==> src/rtl/pacman_motion_ctrl.sv <==
// Pac-Man motion sequencer: erase old tile, step position, redraw, paced by the sprite drawer's busy flag.
// Optional horizontal tunnel wrap when PACMAN_WRAP_EN is defined; otherwise tile_x clamps at the edges.
module pacman_motion_ctrl #(
    parameter int unsigned GRID_W   = 32,
    parameter int unsigned GRID_H   = 24,
    parameter int unsigned START_X  = 15,
    parameter int unsigned START_Y  = 12,
    parameter int unsigned MOVE_DIV = 1,
    parameter logic [2:0]  COL_PAC  = 3'b110
) (
    input  logic       i_clock,
    input  logic       i_reset,
    input  logic       i_tick,
    input  logic [1:0] i_dir_in,
    input  logic       i_dir_valid,
    input  logic       i_blocked,
    input  logic       i_draw_busy,
    output logic       o_draw_go,
    output logic [4:0] o_tile_x,
    output logic [4:0] o_tile_y,
    output logic [2:0] o_shape_sel,
    output logic [2:0] o_colour,
    output logic       o_overrun
);

    localparam int unsigned XW = 5;
    localparam int unsigned YW = 5;
    localparam int unsigned DW = 4;

    typedef enum logic [2:0] {
        S_IDLE, S_ERASE_REQ, S_ERASE_WAIT, S_MOVE, S_DRAW_REQ, S_DRAW_WAIT
    } state_t;

    state_t        r_state, w_state_nxt;
    logic [XW-1:0] r_tile_x, w_tile_x_nxt;
    logic [YW-1:0] r_tile_y, w_tile_y_nxt;
    logic [1:0]    r_dir, w_dir_nxt, r_pend_dir, w_pend_dir_nxt;
    logic          r_frame, w_frame_nxt;
    logic [DW-1:0] r_div_cnt, w_div_cnt_nxt;
    logic          r_draw_go, w_draw_go_nxt;
    logic [2:0]    r_colour, w_colour_nxt;
    logic          r_overrun, w_overrun_nxt;
    logic          w_at_edge, w_step, w_div_hit;

    assign w_div_hit = (r_div_cnt == DW'(MOVE_DIV - 1));

    always_ff @(posedge i_clock or posedge i_reset) begin
        if (i_reset) r_state <= S_DRAW_REQ;
        else         r_state <= w_state_nxt;
    end

    always_comb begin
        w_state_nxt = r_state;
        case (r_state)
            S_IDLE:       if (i_tick && w_div_hit) w_state_nxt = S_ERASE_REQ;
            S_ERASE_REQ:  if (i_draw_busy)         w_state_nxt = S_ERASE_WAIT;
            S_ERASE_WAIT: if (!i_draw_busy)        w_state_nxt = S_MOVE;
            S_MOVE:                                w_state_nxt = S_DRAW_REQ;
            S_DRAW_REQ:   if (i_draw_busy)         w_state_nxt = S_DRAW_WAIT;
            S_DRAW_WAIT:  if (!i_draw_busy)        w_state_nxt = S_IDLE;
            default:                               w_state_nxt = S_IDLE;
        endcase
    end

    // Screen edge in the pending direction counts as a wall
    always_comb begin
        w_at_edge = 1'b0;
        case (r_pend_dir)
`ifdef PACMAN_WRAP_EN
            2'b00: w_at_edge = 1'b0;
            2'b01: w_at_edge = 1'b0;
`else
            2'b00: w_at_edge = (r_tile_x == XW'(GRID_W - 1));
            2'b01: w_at_edge = (r_tile_x == '0);
`endif
            2'b10: w_at_edge = (r_tile_y == '0);
            default: w_at_edge = (r_tile_y == YW'(GRID_H - 1));
        endcase
        w_step = !i_blocked && !w_at_edge;
    end

    always_comb begin
        w_draw_go_nxt  = 1'b0;
        w_colour_nxt   = r_colour;
        w_div_cnt_nxt  = r_div_cnt;
        w_overrun_nxt  = r_overrun | (i_tick && (r_state != S_IDLE));
        w_pend_dir_nxt = i_dir_valid ? i_dir_in : r_pend_dir;
        w_dir_nxt      = r_dir;
        w_frame_nxt    = r_frame;
        w_tile_x_nxt   = r_tile_x;
        w_tile_y_nxt   = r_tile_y;
        case (r_state)
            S_IDLE: if (i_tick) w_div_cnt_nxt = w_div_hit ? '0 : r_div_cnt + DW'(1);
            S_ERASE_REQ: begin
                w_colour_nxt  = 3'b000;
                w_draw_go_nxt = !i_draw_busy;
            end
            S_MOVE: begin
                w_dir_nxt = r_pend_dir;
                if (w_step) begin
                    w_frame_nxt = ~r_frame;
                    case (r_pend_dir)
                        2'b00: w_tile_x_nxt = (r_tile_x == XW'(GRID_W - 1)) ? '0 : r_tile_x + XW'(1);
                        2'b01: w_tile_x_nxt = (r_tile_x == '0) ? XW'(GRID_W - 1) : r_tile_x - XW'(1);
                        2'b10: w_tile_y_nxt = r_tile_y - YW'(1);
                        default: w_tile_y_nxt = r_tile_y + YW'(1);
                    endcase
                end
            end
            S_DRAW_REQ: begin
                w_colour_nxt  = COL_PAC;
                w_draw_go_nxt = !i_draw_busy;
            end
            default: ;
        endcase
    end

    always_ff @(posedge i_clock or posedge i_reset) begin
        if (i_reset) begin
            r_tile_x   <= XW'(START_X);
            r_tile_y   <= YW'(START_Y);
            r_dir      <= 2'b00;
            r_pend_dir <= 2'b00;
            r_frame    <= 1'b0;
            r_div_cnt  <= '0;
            r_draw_go  <= 1'b0;
            r_colour   <= COL_PAC;
            r_overrun  <= 1'b0;
        end else begin
            r_tile_x   <= w_tile_x_nxt;
            r_tile_y   <= w_tile_y_nxt;
            r_dir      <= w_dir_nxt;
            r_pend_dir <= w_pend_dir_nxt;
            r_frame    <= w_frame_nxt;
            r_div_cnt  <= w_div_cnt_nxt;
            r_draw_go  <= w_draw_go_nxt;
            r_colour   <= w_colour_nxt;
            r_overrun  <= w_overrun_nxt;
        end
    end

    assign o_draw_go   = r_draw_go;
    assign o_tile_x    = r_tile_x;
    assign o_tile_y    = r_tile_y;
    assign o_shape_sel = {r_dir, r_frame};
    assign o_colour    = r_colour;
    assign o_overrun   = r_overrun;

endmodule
==> config.mk <==
export PLATFORM = sky130hd
export DESIGN_NAME = pacman_motion_ctrl
export DESIGN_NICKNAME = d
export VERILOG_FILES = /design/src/rtl/pacman_motion_ctrl.sv
export SDC_FILE = /design/constraint.sdc
export NUM_CORES = 1
export LEC_CHECK = 0
export BUFFER_PORTS_ARGS = -buffer_cell sky130_fd_sc_hd__buf_2
export CAP_MARGIN = 20
export CORE_MARGIN = 1
export CORE_UTILIZATION = 40
export DETAILED_ROUTE_END_ITERATION = 16
export PLACE_DENSITY = 0.69
export RECOVER_POWER = 50
export SLEW_MARGIN = 20
export SYNTH_ARGS = -nofsm -noshare
export SYNTH_HDL_FRONTEND = slang
export SYNTH_SLANG_ARGS = --single-unit
==> constraint.sdc <==
create_clock -name i_clock -period 3.5 [get_ports i_clock]
set_clock_uncertainty 0.15 [all_clocks]
set_input_delay 0.7 -clock i_clock [delete_from_list [all_inputs] [get_ports i_clock]]
set_output_delay 0.7 -clock i_clock [all_outputs]
set_load 0.02 [all_outputs]
==> run metrics, run 1 <==
TritonCTS clock tree=done; Die Y=62.7 microns; Starting Density=42.7%; full die area=3930 sq um; critical-path cell list=ha_1, and3_1, ha_1, a21oi_1, nand2_1, mux2i_1; Mapped Cells=between 100 and 150; CP endpoint kind=flop; Clk Latency, worst-skew pair=between 200 and 300 ps; Buf/Inv on CP=0; Period Utilization, post-route=between 60% and 70%; Syn Nets=160; yosys warns=0; fraction of registers with async set/reset=100%; Hold Buf Count CTS=0; EDFF count, synth=0; Final setup viols=0; post-synthesis simple-gate area fraction=between 10% and 20%; final wirelength=~2900 microns; core area=3440 sq um; Filler cells=314; worst reg-to-reg path cell count=6; antenna viol nets, final=0; count leader, synth=dfrtp_1; routability congestion estimate=0.881; Synth top cells by count=dfrtp_1, nand2_1, inv_1; Hold Violations, Final=0; layout cell share with drive strength beyond 1=23.8%; via-per-instance ratio=roughly 5.3; vias in the first global route=about 1100; cts bufs inserted=3; CTS sink cnt=25; Yosys cell types=between 40 and 50; r2r endpoint=o_tile_x[1]; Rel. slew slack=39.6%; highest clock rate=459 MHz; FF+latch count, synth=25; RSZ-0062 raised after global routing=false; vias=1120; PostCTS Resize Cnt=0; largest cells by area after synthesis=dfrtp_1, dfstp_2, ha_1, mux2_1, xnor2_1; family with the most delay on the worst path=adder cells; Pwr Density=748 nW/um^2; Seq/Total Area, Yosys=43.2%; flop2flop setup slack=1320 ps; worst hold slack=approximately 320 ps; final setup TNS=0 ps; htree depth=1; Worst Tran Pin Value=about 900 ps; Total GRT Usage=between 10% and 20%; critical path type=reg2reg; Iter 0 DRT Violations=between 90 and 100; Ports=26; fin worst setup slack=between 1000 and 1500 ps; Worst R2R Start=o_tile_x[0]; CP startpoint kind=flop; crit-path most repeated cell=ha_1; Mean Syn Cell Area=10.3 sq um; main combinational cell family by area after synthesis=compound AO/OA/AOI/OAI gates; Total Nets Final=approximately 180; XOR/XNOR Fraction of Synth Area=5.36%; min Tclk post-route=2180 ps; dpl hpwl=2090 microns; area delta synth->final=12.6%; Post-Place Worst Slack=1370 ps; area leader, netlist=dfrtp_1; Clock transition at path regs=100 ps; Worst Hold Launch=o_overrun; outcome=finished, final reports clean; Yosys top cell area share=about 29%; max cap viols=0; max-slew violation count=0; slowest stage delay, CP=430 ps; CP Data Required Time=3560 ps; Clock Root Buffer=clkbuf_8; antenna cells=0; row cnt=21; Max VDD drop=around 270 uV; CP arrival=2240 ps; initial antenna violation count=0; Remaining DRCs=0; Post CTS Setup Buffer Count=0; Slowest-stage cell, CP=a21oi_1; mapped cell area=roughly 1500 sq um; grt ovf=0; Hold Crit Class=reg2reg; CTS Buffer Depth=2; adder-cell share of the synthesized area=8.16%; first-pass GRT wire length=around 5000 microns; Die W=62.7 microns; P_leak=0.762 nW; Hold Crit Depth=1; Critical Path Fanout Max=7; DR WL/cell=about 14 microns; first-pass iteration count of the detailed router=4; largest net degree at the start of global routing=26; Synth Area in Compound Gates=16.4%; multiplexer share of the synthesized area=between 5 and 6%; Primary FF master, synth=dfrtp_1; Worst Hold Endpoint=o_overrun; I/O Buffers=24
[sequential cells by signal, indices dropped and copies added, names as in the netlist]
signal and cells:
r_state 3, o_tile_x 5, r_frame 1, o_draw_go 1
r_div_cnt 4, o_colour 1, o_tile_y 5, r_pend_dir 2
o_overrun 1, r_dir 2
[worst reg2reg max path, cell delays in order (launching register included)]
cell,delay [ps]
dfstp_2,420
ha_1,230
and3_1,200
ha_1,260
a21oi_1,430
nand2_1,230
mux2i_1,200
[final cells by class]
cell class	count	area (sq um)	share of cell area, %
flip-flops and latches	25	636	38.4
clock buffers	3	41.3	2.49
well taps	46	57.6	3.47
clock inverters	1	7.51	0.453
inverters	10	37.5	2.27
repair buffers	24	119	7.18
multi-input cells	101	758	45.8
[routing by layer]
metal	wire length [microns]	vias to the layer above	part of all wire, %	global-route usage [%]
li1	-	549	-	-
met1	1310	543	46	19.3
met2	1420	25	50	27.4
met3	100	3	3.5	4.01
met4	18	0	0.63	5.23
met5	0	-	0	0
[cell families (layout without fill, tap and decap cells)]
family	after synthesis	in the layout
AOI/OAI and AO/OA	34	34
xor gates and xnor gates	9	9
adders and majority gates	9	9
buffers and inverters	17	38
DFF	25	25
muxes	7	7
other	1	1
and+or+nand+nor	41	41
[worst max path at each step]
| stage | startpoint | endpoint | cells after the start |
|---|---|---|---|
| 6_report | o_tile_x[0] | o_tile_x[1] | 6 |
| 5_1_grt | r_pend_dir[1] | o_tile_y[4] | 7 |
| 4_1_cts | o_tile_x[0] | o_tile_x[1] | 6 |
| 3_5_place_dp | i_blocked | o_tile_y[1] | 5 |
| 3_3_place_gp | i_blocked | o_tile_y[1] | 5 |
| 2_1_floorplan | o_tile_y[0] | o_tile_y[1] | 4 |
[cells in the final DEF (no fill, tap or decap), types with 4 or more instances in the layout]
cell type / count
buf_2: 23
ha_1: 8
nor2_1: 4
o21ai_0: 4
xnor2_1: 6
nand2_1: 11
nand2b_1: 4
a21oi_1: 8
dfstp_2: 7
inv_1: 9
dfrtp_1: 17
mux2_1: 5
[per-stage QoR]
stage	area, sq um	util, %	instances	power (mW)
after detailed placement	1610	46.7	206	1.06
after CTS	1660	48.2	210	1.25
after floorplan	1470	-	143	0.930
after global placement	1610	46.7	206	1.04
after global routing	1660	48.1	210	1.34
final	1660	48.1	210	1.24
[power by group]
part,internal (mW),total (mW),leakage (nW),switching (mW)
registers,0.411,0.542,0.292,0.132
clock network,0.0811,0.184,0.0217,0.103
logic,0.226,0.513,0.448,0.287
Power figures use the tool's default switching activity.
==> inputs of run 2 (changes only) <==
==> constraint.sdc (replaced) <==
create_clock -name i_clock -period 2.1 [get_ports i_clock]
set_clock_uncertainty 0.15 [all_clocks]
set_input_delay 0.42 -clock i_clock [delete_from_list [all_inputs] [get_ports i_clock]]
set_output_delay 0.42 -clock i_clock [all_outputs]
set_load 0.02 [all_outputs]
==> run 2 against run 1 <==
Against the previous run: final area up 2.9%; sequential share of layout area down 1.1 points; sequential power grew 62%; critical path depth stayed put; register-to-register slack worse by 1200 ps; fmax up 11%; final cell count increased by 2.9%; worst hold slack got worse by 120 ps; total power up 68%; largest power group is now combinational cells.
==> run metrics, run 2 (synthesized netlist as in run 1, its figures left out) <==
outcome=finished, final reports clean; core area=3440 sq um (unchanged); Ports=26 (unchanged); vias=1135 (+1.3%); worst setup path startpoint=o_tile_x[0]; Total Nets Final=188 (+3.3%); RSZ-0062 raised after global routing=false; Post-Layout Inst Area=1700 sq um (+2.9%); Total GRT Usage=16.1% (+0.14 points); vias in the first global route=1108 (+2.1%); Final setup viols=0 (unchanged); CP Data Required Time=2120 ps (-1440 ps); Starting Density=42.7% (unchanged); min Tclk post-route=1970 ps (-209 ps); highest clock rate=508 MHz (+11%); fin worst setup slack=130 ps (-1190 ps); layout cell share with drive strength beyond 1=27.6% (+3.9 points); Period Utilization, post-route=93.8% (+32 points); Critical Path Fanout Max=7 (unchanged); Rel. slew slack=11.9% (-28 points); Worst Hold Endpoint=r_pend_dir[0]; CTS Buffer Depth=2 (unchanged); CTS sink cnt=25 (unchanged); antenna viol nets, final=0 (unchanged); routability congestion estimate=0.910 (+3.3%); first-pass GRT wire length=4950 microns (-0.82%); Max VDD drop=499 uV (+85%); Hold Buf Count CTS=0 (unchanged); final wirelength=2800 microns (-1.6%); Post-Place Worst Slack=93.0 ps (-1270 ps); I/O Buffers=24 (unchanged); max cap viols=0 (unchanged); commonest non-fill, non-tap cells in the layout=buf_2, dfrtp_1, nand2_1; final setup TNS=0 ps (unchanged); Pwr Density=1220 nW/um^2 (+63%); CP arrival=1990 ps (-250 ps); via-per-instance ratio=5.25 (-1.5%); worst reg-to-reg path cell count=6 (unchanged); largest net degree at the start of global routing=26 (unchanged); CP startpoint kind=flop; Clock Root Buffer=clkbuf_8; grt ovf=0 (unchanged); Iter 0 DRT Violations=56 (-43%); area delta synth->final=15.8%; P_leak=0.788 nW (+3.4%); flop2flop setup slack=130 ps (-1190 ps); max-slew violation count=0 (unchanged); Area after DPL=1650 sq um (+2.8%); Remaining DRCs=0 (unchanged); full die area=3930 sq um (unchanged); Worst Tran Pin Value=1320 ps (+421 ps); initial antenna violation count=0 (unchanged); Worst R2R Start=o_tile_x[0]; Die W=62.7 microns (unchanged); Clock transition at path regs=90 ps (about the same); cts bufs inserted=3 (unchanged); dpl hpwl=2120 microns (+1.4%); Post CTS Setup Buffer Count=0 (unchanged); row cnt=21 (unchanged); antenna cells=0 (unchanged); critical path type=reg2reg; first-pass iteration count of the detailed router=4 (unchanged); most common cell after layout, fill and taps aside=buf_2; Worst Hold Launch=i_dir_in[0]; Hold Crit Depth=3 (+2); Die Y=62.7 microns (unchanged); DR WL/cell=13.0 microns (-4.3%); Clk Latency, worst-skew pair=270 ps (about the same); htree depth=1 (unchanged); Hold Crit Class=in2reg; Hold Violations, Final=0 (unchanged); CP endpoint kind=flop; TritonCTS clock tree=done; r2r endpoint=r_frame
run 2: cell types whose count changed in the layout (fill, tap and decap cells not counted), sizes merged:
cell | before | now
clkinv | 1 | 0
clkbuf | 4 | 6
inv | 9 | 10
buf | 23 | 27
run 2: final cells by class:
class                           instances  area (sq um)
Tap cell                               46          57.6
Clock inverter                          1          7.51
Sequential cell                        25           636
Clock buffer                            3          41.3
Inverter                               10          37.5
Multi-Input combinational cell        101           771
Timing Repair Buffer                   30           154
Fill cell                             323          1740
run 2: worst max path at each step:
stage / endpoint / slack [ps] / depth (start not counted)
floorplan: o_tile_y[1] / 140 / 4
global placement: o_tile_x[0] / 120 / 6
detailed placement: o_tile_x[0] / 90 / 6
CTS: o_tile_x[0] / 50 / 6
global route: o_tile_x[1] / 20 / 6
finish: r_frame / 130 / 6
run 2: routing by layer:
layer / track usage (%) / part of all wire [%] / vias to the layer above
li1: - / - / 561
met5: 0 / 0 / -
met2: 28.3 / 51 / 23
met4: 4.36 / 0.64 / 0
met3: 4.20 / 4.4 / 2
met1: 19.3 / 44 / 549
run 2: report_power, final:
part	switching [mW]	internal [mW]
combinational	0.509	0.396
clock	0.162	0.135
sequential	0.192	0.684
total	0.863	1.22
run 2: worst max-delay path, stage by stage, from the launching register on:
cell and delay, ps:
dfstp_2 410, ha_1 230, and3_1 190, ha_1 250, a21o_1 200, a211o_1 310
xnor2_1 130
run 2: timing repair:
item,in CTS,in global routing
gates resized for setup,0,3
endpoints found under the hold margin,0,0
setup endpoints to repair,0,6
run 2: through the flow:
step | power [mW] | cells | util [%] | hold WS (ps)
final | 2.08 | 216 | 49.5 | 203
after global routing | 2.25 | 216 | 49.5 | 194
after floorplan | 1.55 | 143 | - | 291
after global placement | 1.76 | 212 | 48.1 | 297
after CTS | 2.11 | 216 | 49.5 | 31.4
after detailed placement | 1.80 | 212 | 48.1 | 319
